File: src/rtl/qrcode_result_packer.sv
// qrcode_result_packer: captures decoded QR text runs into two ping-pong
// record buffers and streams each record as {loc_y, loc_x, len, payload}.
module qrcode_result_packer #(
    parameter int MAX_LEN = 32,
    parameter int LEN_W   = 6
) (
    input  logic       clk,
    input  logic       srst,
    input  logic       dec_valid,
    input  logic [7:0] dec_text,
    input  logic [5:0] dec_loc_y,
    input  logic [5:0] dec_loc_x,
    input  logic       dec_finish,
    input  logic       out_ready,
    output logic       out_valid,
    output logic [7:0] out_data,
    output logic       out_last,
    output logic       done,
    output logic       overflow
);
    typedef enum logic [2:0] {
        RD_IDLE,
        RD_HDR_Y,
        RD_HDR_X,
        RD_HDR_LEN,
        RD_PAYLOAD
    } rd_state_e;

    localparam int               IDX_W     = $clog2(MAX_LEN);
    localparam logic [LEN_W-1:0] MAX_LEN_L = LEN_W'(MAX_LEN);

    logic [7:0]       mem_q  [2][MAX_LEN];
    logic [LEN_W-1:0] len_q  [2];
    logic [5:0]       locy_q [2];
    logic [5:0]       locx_q [2];
    logic [1:0]       full_q, full_d;
    logic             wsel_q, rsel_q;
    logic             in_run_q, drop_q;
    logic             overflow_q, overflow_d;
    logic             finish_q, finish_d;
    rd_state_e        state_q, state_d;
    logic [IDX_W-1:0] rd_idx_q, rd_idx_d;

    logic             run_start, run_cont, run_end;
    logic             start_ok, has_room, wr_en, ovf_evt;
    logic [IDX_W-1:0] wr_idx;
    logic [LEN_W-1:0] last_idx;
    logic             rd_done;

    // capture-side event decode for the current cycle
    always_comb begin
        run_start = dec_valid & ~in_run_q;
        run_cont  = dec_valid & in_run_q & ~drop_q;
        run_end   = ~dec_valid & in_run_q & ~drop_q;
        start_ok  = run_start & ~full_q[wsel_q];
        has_room  = len_q[wsel_q] < MAX_LEN_L;
        wr_en     = start_ok | (run_cont & has_room);
        wr_idx    = start_ok ? '0 : len_q[wsel_q][IDX_W-1:0];
        ovf_evt   = (run_start & full_q[wsel_q]) | (run_cont & ~has_room);
    end

    // payload storage, contents only meaningful while the buffer is full
    always_ff @(posedge clk) begin
        if (wr_en) begin
            mem_q[wsel_q][wr_idx] <= dec_text;
        end
    end

    // capture side: run tracking, header latch, length count, write select
    always_ff @(posedge clk) begin
        if (srst) begin
            in_run_q  <= 1'b0;
            drop_q    <= 1'b0;
            wsel_q    <= 1'b0;
            len_q[0]  <= '0;
            len_q[1]  <= '0;
            locy_q[0] <= '0;
            locy_q[1] <= '0;
            locx_q[0] <= '0;
            locx_q[1] <= '0;
        end else begin
            in_run_q <= dec_valid;
            if (run_start) begin
                drop_q <= full_q[wsel_q];
            end
            if (start_ok) begin
                locy_q[wsel_q] <= dec_loc_y;
                locx_q[wsel_q] <= dec_loc_x;
                len_q[wsel_q]  <= LEN_W'(1);
            end else if (run_cont && has_room) begin
                len_q[wsel_q] <= len_q[wsel_q] + LEN_W'(1);
            end
            if (run_end) begin
                wsel_q <= ~wsel_q;
            end
        end
    end

    // read FSM next state and byte mux; out_valid depends on state only
    always_comb begin
        state_d   = state_q;
        rd_idx_d  = rd_idx_q;
        out_valid = 1'b0;
        out_data  = 8'h00;
        out_last  = 1'b0;
        rd_done   = 1'b0;
        last_idx  = len_q[rsel_q] - LEN_W'(1);
        unique case (state_q)
            RD_IDLE: begin
                if (full_q[rsel_q]) begin
                    state_d = RD_HDR_Y;
                end
            end
            RD_HDR_Y: begin
                out_valid = 1'b1;
                out_data  = {2'b00, locy_q[rsel_q]};
                if (out_ready) begin
                    state_d = RD_HDR_X;
                end
            end
            RD_HDR_X: begin
                out_valid = 1'b1;
                out_data  = {2'b00, locx_q[rsel_q]};
                if (out_ready) begin
                    state_d = RD_HDR_LEN;
                end
            end
            RD_HDR_LEN: begin
                out_valid = 1'b1;
                out_data  = 8'(len_q[rsel_q]);
                if (out_ready) begin
                    state_d  = RD_PAYLOAD;
                    rd_idx_d = '0;
                end
            end
            RD_PAYLOAD: begin
                out_valid = 1'b1;
                out_data  = mem_q[rsel_q][rd_idx_q];
                out_last  = (LEN_W'(rd_idx_q) == last_idx);
                if (out_ready) begin
                    if (out_last) begin
                        state_d = RD_IDLE;
                        rd_done = 1'b1;
                    end else begin
                        rd_idx_d = rd_idx_q + IDX_W'(1);
                    end
                end
            end
            default: begin
                state_d = RD_IDLE;
            end
        endcase
    end

    // buffer ownership, sticky overflow and finish tracking
    always_comb begin
        full_d = full_q;
        if (rd_done) begin
            full_d[rsel_q] = 1'b0;
        end
        if (run_end) begin
            full_d[wsel_q] = 1'b1;
        end
        overflow_d = overflow_q | ovf_evt;
        done = finish_q & ~in_run_q & ~dec_valid
             & (full_q == 2'b00) & (state_q == RD_IDLE);
        finish_d = done ? dec_finish : (finish_q | dec_finish);
    end

    // read-side and status state registers
    always_ff @(posedge clk) begin
        if (srst) begin
            state_q    <= RD_IDLE;
            rd_idx_q   <= '0;
            rsel_q     <= 1'b0;
            full_q     <= 2'b00;
            overflow_q <= 1'b0;
            finish_q   <= 1'b0;
        end else begin
            state_q    <= state_d;
            rd_idx_q   <= rd_idx_d;
            full_q     <= full_d;
            overflow_q <= overflow_d;
            finish_q   <= finish_d;
            if (rd_done) begin
                rsel_q <= ~rsel_q;
            end
        end
    end

    assign overflow = overflow_q;

endmodule

File: config.mk
export PLATFORM = sky130hd
export DESIGN_NAME = qrcode_result_packer
export DESIGN_NICKNAME = d
export VERILOG_FILES = /design/src/rtl/qrcode_result_packer.sv
export SDC_FILE = /design/constraint.sdc
export NUM_CORES = 1
export LEC_CHECK = 0
export ABC_AREA = 1
export CAP_MARGIN = 15
export CORE_ASPECT_RATIO = 0.75
export CORE_MARGIN = 8
export CORE_UTILIZATION = 32
export DETAILED_ROUTE_END_ITERATION = 7
export GPL_TIMING_DRIVEN = 0
export PLACE_DENSITY_LB_ADDON = 0.1
export SLEW_MARGIN = 40
export SYNTH_ARGS = -nofsm -noshare
export SYNTH_HDL_FRONTEND = slang
export SYNTH_SLANG_ARGS = --single-unit
File: constraint.sdc
create_clock -name clk -period 2.63 [get_ports clk]
set_input_delay 0.526 -clock clk [delete_from_list [all_inputs] [get_ports clk]]
set_output_delay 0.526 -clock clk [all_outputs]
set_load 0.005 [all_outputs]
==> results.md, run 1 <==
| Stage | Metric | Reported |
|---|---|---|
| placement | Count of input and output buffers | 35 |
| cells and area | Fill cell instance count of the final layout | 6786 |
| cells and area | Footprint of the multi-input gates | 0.00747 mm^2 |
| flow run | Max Cap Viol | 0 |
| floorplanning | Number of standard-cell rows in the floorplan | 86 |
| clock tree | Clock edge transition at the registers on the reported setup and hold paths | 0.06 ns |
| cells and area | Final nets | 2184 |
| power and ir drop | Static leakage | 0.0106 uW |
| cells and area | Most frequent standard cell in the layout excluding fill and tap cells | sky130_fd_sc_hd__edfxtp_1 |
| outcome | Violations in the final reports | negative setup slack |
| global routing | Pin count of the biggest net entering global routing | 52 |
| cells and area | Storage element area | 0.0168 mm^2 |
| synthesis | Synth Warn # | 0 |
| synthesis | Net Count, Synth | 1966 |
| placement | Cell count after placement | 2971 |
| clock tree | Clock tree from TritonCTS | yes |
| timing | Number of hold violations in the final report | 0 |
| cells and area | Commonest cells after routing, fill and taps aside | sky130_fd_sc_hd__edfxtp_1 (548), sky130_fd_sc_hd__nor2_1 (323), sky130_fd_sc_hd__o21ai_0 (223) |
| clock tree | Number of buffers created by CTS | 56 |
| detailed routing | DRC violations left | 0 |
| timing | Final setup violating endpoints | 9 |
| min path | Worst min path class | in2reg |
| critical path | Slowest Stage Delay on Critical Path | 0.46 ns |
| placement | Final HPWL DP | 68.9 mm |
| synthesis | Mapped Cells | 1938 |
| clock tree | Hold Buf Count CTS | 0 |
| global routing | Total gr overflow | 0 |
| synthesis | Number of storage elements in the synthesis netlist | 566 |
| timing | Final Max Slew Viols | 0 |
| synthesis | Syn Std Cell Area | 0.0236 mm^2 |
| critical path | Slowest stage cell, crit path | sky130_fd_sc_hd__dfxtp_4 |
| floorplanning | Count of boundary I/O pins | 37 |
| detailed routing | Via density per instance | 5.69 |
| timing | Highest achievable clock rate | 0.287 GHz |
| detailed routing | First-iteration detailed-routing DRC count | 2564 |
| placement | Area of placed instances | 0.0257 mm^2 |
| placement | Setup Slack @ Placement | -1.70 ns |
| critical path | Endpoint of the worst register-to-register path | mem_q[1][101] |
| synthesis | Async set-reset flop share out of synthesis | 0% |
| clock tree | Worst-skew pair later-pin latency | 0.64 ns |
| synthesis | Sequential fraction of the synthesis area | 71.3% |
| floorplanning | DIE WIDTH | 329 um |
| clock tree | CTS Sinks | 566 |
| synthesis | Dominant cells by area after synthesis | sky130_fd_sc_hd__edfxtp_1 (70%), sky130_fd_sc_hd__nor2_1 (6.1%), sky130_fd_sc_hd__o21ai_0 (5.7%), sky130_fd_sc_hd__o221ai_1 (3.7%), sky130_fd_sc_hd__nand3_1 (2.4%) |
| critical path | Largest driver fanout on the critical path | 10 |
| cells and area | Fin util | 42.6% |
| detailed routing | Final Routed Wirelength | 102 mm |
| critical path | Cell type with the highest occurrence count on the critical path | sky130_fd_sc_hd__o21ai_0 |
| critical path | Minimum setup slack among reg-to-reg paths | 0.05 ns |
| synthesis | Cell type with the largest total area after synthesis | sky130_fd_sc_hd__edfxtp_1 |
| detailed routing | Remaining antenna violation count after routing | 0 |
| global routing | Number of global-route vias before repair | 16600 |
| global routing | Total routing resource utilization after global routing | 23.8% |
| global routing | Number of antenna violations at the first check in global routing | 8 |
| detailed routing | Detail-routed net length per standard cell | 32.1 um |
| critical path | Path type of the worst setup path | reg2out |
| timing | Ratio of final minimum period to clock period | 132% |
| synthesis | Area fraction of the dominant cell type after synthesis | 69.8% |
| critical path | Required time of the critical path | 2.10 ns |
| critical path | Type of element launching the critical path | register |
| outcome | Result of the run | complete, but fails checks |
| timing | Final setup skew | 0.0224 ns |
| critical path | Startpoint of the worst setup timing path | rd_idx_q[0] |
| critical path | Path depth of the worst reg2reg path | 10 |
| detailed routing | Drt first pass iters | 5 |
| floorplanning | Placeable core area | 0.0732 mm^2 |
| floorplanning | Initial Util | 32.2% |
| critical path | Crit end category | output pin |
| synthesis | Most common flop cell mapped by yosys | sky130_fd_sc_hd__edfxtp_1 |
| timing | Transition at the pin with the smallest max-transition slack | 0.832 ns |
| critical path | Chain of cells forming the critical path | buf_6, clkbuf_8, o21ai_0, o22ai_1, o21ai_0, o211ai_1, nand3_1, a21oi_4, buf_2 |
| synthesis | Average footprint of a synthesized cell | 12.2 um^2 |
| cells and area | Share of cells above drive strength 1 | 29.7% |
| synthesis | EDFF count, synth | 548 |
| critical path | CP Capture Point | out_data[7] |
| timing | Worst setup margin | -0.850 ns |
| cells and area | Final non-filler cell area | 0.0312 mm^2 |
| clock tree | Root Buffer Master | sky130_fd_sc_hd__clkbuf_16 |
| detailed routing | Total number of vias | 18000 |
| floorplanning | Total Die Area | 0.0827 mm^2 |
| global routing | First-pass GRT wire length | 137 mm |
| timing | Shortest period the worst path allows | 3.48 ns |
| cells and area | Layout overhead on the synthesized area | 32.2% |
| clock tree | Bufs on Longest Clock Path | 3 |
| power and ir drop | Power per cell area | 628 mW/mm^2 |
| synthesis | Post-synthesis cell type count | 45 |
| timing | RSZ-0062 raised after global routing | true |
| timing | Worst rel slew slack | 44.5% |
| floorplanning | Vertical extent of the die | 251 um |
| placement | Routability-driven placement congestion ratio | 0.930 |
| power and ir drop | Peak supply drop | 0.474 mV |
| critical path | Data arrival time of the critical path | 2.95 ns |
| clock tree | H-Tree Depth | 2 |
| cells and area | Cell Count, Final, Fillers Out | 3168 |
[worst max-delay path: cells and delay by family, from the launching register on]
family                 cells  cell delay, ns
AO/OA/AOI/OAI              5            1.08
buffers and inverters      3            0.61
flip-flops                 1            0.46
AND/OR/NAND/NOR            1            0.16
[cells in the mapped netlist (3+ instances only)]
master                       n
sky130_fd_sc_hd__edfxtp_1  548
sky130_fd_sc_hd__nor2_1    385
sky130_fd_sc_hd__o21ai_0   270
sky130_fd_sc_hd__nand2_1   136
sky130_fd_sc_hd__nand3_1   115
sky130_fd_sc_hd__o221ai_1   99
sky130_fd_sc_hd__inv_1      74
sky130_fd_sc_hd__clkbuf_1   73
sky130_fd_sc_hd__buf_2      45
sky130_fd_sc_hd__a21oi_1    40
sky130_fd_sc_hd__o22ai_1    22
sky130_fd_sc_hd__nor3_1     21
sky130_fd_sc_hd__dfxtp_1    18
sky130_fd_sc_hd__o21ai_1     9
sky130_fd_sc_hd__nand2_4     8
sky130_fd_sc_hd__buf_4       6
sky130_fd_sc_hd__nand2_2     6
sky130_fd_sc_hd__o211ai_1    6
sky130_fd_sc_hd__a211oi_1    5
sky130_fd_sc_hd__nand4_1     5
sky130_fd_sc_hd__clkinv_1    4
sky130_fd_sc_hd__inv_2       4
sky130_fd_sc_hd__nand3_2     4
sky130_fd_sc_hd__buf_6       3
sky130_fd_sc_hd__ha_1        3
sky130_fd_sc_hd__o21ai_2     3
sky130_fd_sc_hd__xor2_1      3
[logic make-up after synthesis]
| kind of cell | after synthesis | share of synthesized area, % |
|---|---|---|
| xor+xnor | 4 | 0.149 |
| buf+inv | 213 | 3.95 |
| simple gates | 691 | 12.6 |
| fa+ha+maj | 3 | 0.159 |
| flops | 566 | 71.3 |
| compound gates | 459 | 11.7 |
| mux | 2 | 0.0955 |
[routing by layer]
layer	GRT usage [%]	wire length (um)	vias to the layer above
met5	0	41	-
met4	5.71	2640	6
met3	4.62	9810	143
met2	32.8	41500	987
met1	37.6	47600	9315
li1	-	-	7588
[metrics by stage]
stage | hold slack, ns | total power, uW | setup TNS, ns
after floorplan | 0.456 | 10700 | 0
after global placement | 0.474 | 11300 | -1062.31
after detailed placement | 0.484 | 11400 | -382.22
after CTS | 0.209 | 19500 | -7.25
after global routing | 0.230 | 20000 | -7.67
final | 0.236 | 19600 | -6.78
[repair_timing]
action / in CTS / in global routing
gates cloned: 9 / 3
setup endpoints to repair: 516 / 405
pin swaps: 120 / 98
buffers inserted: 47 / 42
resized for setup: 550 / 146
[power by group]
group	internal (uW)	total, uW	switching (uW)	leakage (uW)
clock	4540	8150	3610	0.000875
combinational	415	1410	996	0.00457
sequential	9950	10000	49.9	0.00513
total	14900	19600	4660	0.0106
[worst min-delay path by stage]
| stage | from | endpoint | slack (ns) | cells past startpoint |
|---|---|---|---|---|
| 3_5_place_dp | finish_q | finish_q | 0.48 | 2 |
| 3_3_place_gp | finish_q | finish_q | 0.47 | 2 |
| 4_1_cts | srst | wsel_q | 0.21 | 2 |
| 5_1_grt | dec_text[1] | mem_q[1][105] | 0.23 | 1 |
| 2_1_floorplan | finish_q | finish_q | 0.46 | 2 |
| 6_report | dec_text[1] | mem_q[1][177] | 0.24 | 1 |
[flip-flops by register name, summed over array words and instances, names as in the netlist, 2 cells and up, named ones only]
register  cells
full_q        2
len_q        12
locx_q       12
locy_q       12
mem_q       512
rd_idx_q      5
state_q       3
[layout make-up]
cell class / instances / area share [%]
antenna: 1 / 0.00803
buffer: 127 / 4.83
clock buffer: 67 / 4.70
clock inverter: 34 / 1.04
inverter: 83 / 1.06
multi-input combinational: 1159 / 24.0
sequential: 566 / 54.0
tap: 968 / 3.89
timing repair buffer: 163 / 6.49
Power figures use the tool's default switching activity.
==> run 2: changes to the inputs <==
- CORE_UTILIZATION: 32 -> 40
- SLEW_MARGIN: 40 -> 10
==> run 2 against run 1 <==
The flow still finishes with violations (negative setup slack). Flip-flop and latch count stayed put. Sequential power about the same. Final area shrank 2.4%. Final cell count down 6.8%. Critical path type unchanged. Critical endpoint unchanged.
==> results.md, run 2 (same netlist as run 1, synthesis figures left out) <==
| Stage | Metric | Reported |
|---|---|---|
| outcome | Result of the run | complete, but fails checks |
| cells and area | Final nets | 2146 |
| timing | Final setup skew | 0.0265 ns |
| detailed routing | Via density per instance | 6.08 |
| placement | Setup Slack @ Placement | -1.86 ns |
| global routing | Number of global-route vias before repair | 16500 |
| timing | Number of hold violations in the final report | 0 |
| critical path | Largest driver fanout on the critical path | 8 |
| global routing | First-pass GRT wire length | 131 mm |
| placement | Routability-driven placement congestion ratio | 0.977 |
| timing | Shortest period the worst path allows | 3.45 ns |
| timing | Worst setup margin | -0.819 ns |
| detailed routing | Remaining antenna violation count after routing | 0 |
| global routing | Total gr overflow | 0 |
| detailed routing | Final Routed Wirelength | 96.0 mm |
| timing | Highest achievable clock rate | 0.290 GHz |
| critical path | Path type of the worst setup path | reg2out |
| floorplanning | Number of standard-cell rows in the floorplan | 77 |
| clock tree | Bufs on Longest Clock Path | 3 |
| clock tree | Clock tree from TritonCTS | yes |
| min path | Worst min path class | in2reg |
| floorplanning | Total Die Area | 0.0670 mm^2 |
| detailed routing | Drt first pass iters | 5 |
| cells and area | Final non-filler cell area | 0.0304 mm^2 |
| floorplanning | Initial Util | 40.2% |
| power and ir drop | Peak supply drop | 0.549 mV |
| clock tree | H-Tree Depth | 2 |
| placement | Count of input and output buffers | 35 |
| global routing | Total routing resource utilization after global routing | 27.9% |
| timing | Final setup violating endpoints | 9 |
| timing | RSZ-0062 raised after global routing | true |
| floorplanning | Count of boundary I/O pins | 37 |
| outcome | Violations in the final reports | negative setup slack |
| detailed routing | First-iteration detailed-routing DRC count | 2454 |
| cells and area | Fill cell instance count of the final layout | 5079 |
| clock tree | Worst-skew pair later-pin latency | 0.65 ns |
| placement | Area of placed instances | 0.0251 mm^2 |
| placement | Final HPWL DP | 62.9 mm |
| cells and area | Largest Register | mem_q |
| floorplanning | DIE WIDTH | 296 um |
| critical path | Required time of the critical path | 2.10 ns |
| cells and area | Commonest cells after routing, fill and taps aside | sky130_fd_sc_hd__edfxtp_1 (548), sky130_fd_sc_hd__nor2_1 (324), sky130_fd_sc_hd__o21ai_0 (224) |
| flow run | Max Cap Viol | 0 |
| floorplanning | Vertical extent of the die | 226 um |
| global routing | Number of antenna violations at the first check in global routing | 5 |
| power and ir drop | Power per cell area | 635 mW/mm^2 |
| detailed routing | Total number of vias | 18000 |
| critical path | Data arrival time of the critical path | 2.92 ns |
| clock tree | CTS Sinks | 566 |
| detailed routing | DRC violations left | 0 |
| critical path | Type of element launching the critical path | register |
| floorplanning | Placeable core area | 0.0586 mm^2 |
| detailed routing | Detail-routed net length per standard cell | 32.5 um |
| clock tree | Root Buffer Master | sky130_fd_sc_hd__clkbuf_16 |
| cells and area | Flip-flop count of the largest register, all copies and words added | 512 |
| timing | Ratio of final minimum period to clock period | 131% |
| timing | Transition at the pin with the smallest max-transition slack | 0.856 ns |
| cells and area | Share of cells above drive strength 1 | 27.9% |
| critical path | Crit end category | output pin |
| power and ir drop | Static leakage | 0.0102 uW |
| timing | Final Max Slew Viols | 0 |
| cells and area | Most frequent standard cell in the layout excluding fill and tap cells | sky130_fd_sc_hd__edfxtp_1 |
| timing | Worst rel slew slack | 43.0% |
| global routing | Pin count of the biggest net entering global routing | 65 |
| cells and area | Layout overhead on the synthesized area | 29.1% |
| clock tree | Clock edge transition at the registers on the reported setup and hold paths | 0.06 ns |
| clock tree | Number of buffers created by CTS | 57 |
run 2: cell types whose count changed in the layout (fill, tap and decap cells not counted), sizes merged, moves of 2 or more:
| cell | change |
|---|---|
| bufinv | -2 |
| buf | -45 |
| clkinv | -4 |
| clkbuf | +10 |
run 2: where the power goes:
group	total, uW	internal (uW)	leakage, uW	switching, uW
clock network	7980	4380	0.000849	3590
logic	1330	369	0.00425	958
registers	10000	9960	0.00513	49.0
run 2: metal layers:
layer	share of wire [%]	track usage, %	wire, um
met5	0	0	0
met3	13	8.12	12100
met1	43	42.0	41500
met4	3.6	8.64	3500
met2	41	38.5	39000
run 2: critical path: stages (launching register included):
cell and delay, ns:
sky130_fd_sc_hd__dfxtp_4 0.44, sky130_fd_sc_hd__buf_12 0.21, sky130_fd_sc_hd__buf_12 0.18, sky130_fd_sc_hd__buf_12 0.13, sky130_fd_sc_hd__o21ai_0 0.12, sky130_fd_sc_hd__o221ai_2 0.30
sky130_fd_sc_hd__nand3_2 0.17, sky130_fd_sc_hd__o211ai_1 0.14, sky130_fd_sc_hd__nand3_2 0.13, sky130_fd_sc_hd__a21oi_4 0.28, sky130_fd_sc_hd__buf_2 0.17
run 2: through the flow:
step | TNS (ns) | hold WS [ns] | instances | power [uW] | utilization, %
after floorplan | 0 | 0.456 | 1938 | 10700 | -
after global placement | -938.73 | 0.455 | 2763 | 11300 | 42.5
after detailed placement | -430.70 | 0.462 | 2778 | 11300 | 42.9
after CTS | -6.61 | 0.216 | 2910 | 19300 | 50.2
after global routing | -6.86 | 0.263 | 2950 | 19700 | 51.9
final | -6.27 | 0.251 | 2952 | 19300 | 51.9
run 2: timing repair:
action | CTS | global route
setup endpoints to repair | 512 | 443
gates cloned | 7 | 2
gates resized for setup | 583 | 136
pin swaps | 86 | 89
setup buffers | 25 | 41
hold buffers | 0 | 0
run 2: cell type report:
cell class	count	area [um^2]	area share, %
buffer	128	1500	4.92
antenna	2	5.00	0.0165
inverter	83	328	1.08
clock inverter	30	287	0.942
sequential	566	16800	55.3
tap	790	988	3.25
clock buffer	71	1480	4.86
timing repair buffer	123	1530	5.04
multi-input combinational	1159	7480	24.6
run 2: path summary, 6_finish.rpt:
check | from | endpoint | slack (ns) | cells after the start
worst min-delay path | srst | wsel_q | 0.25 | 2
worst max-delay path | register | out_data[7] | -0.82 | 10
worst max register to register | register | mem_q[0][60] | 0.05 | 9
worst min register to register | overflow | overflow | 0.48 | 2
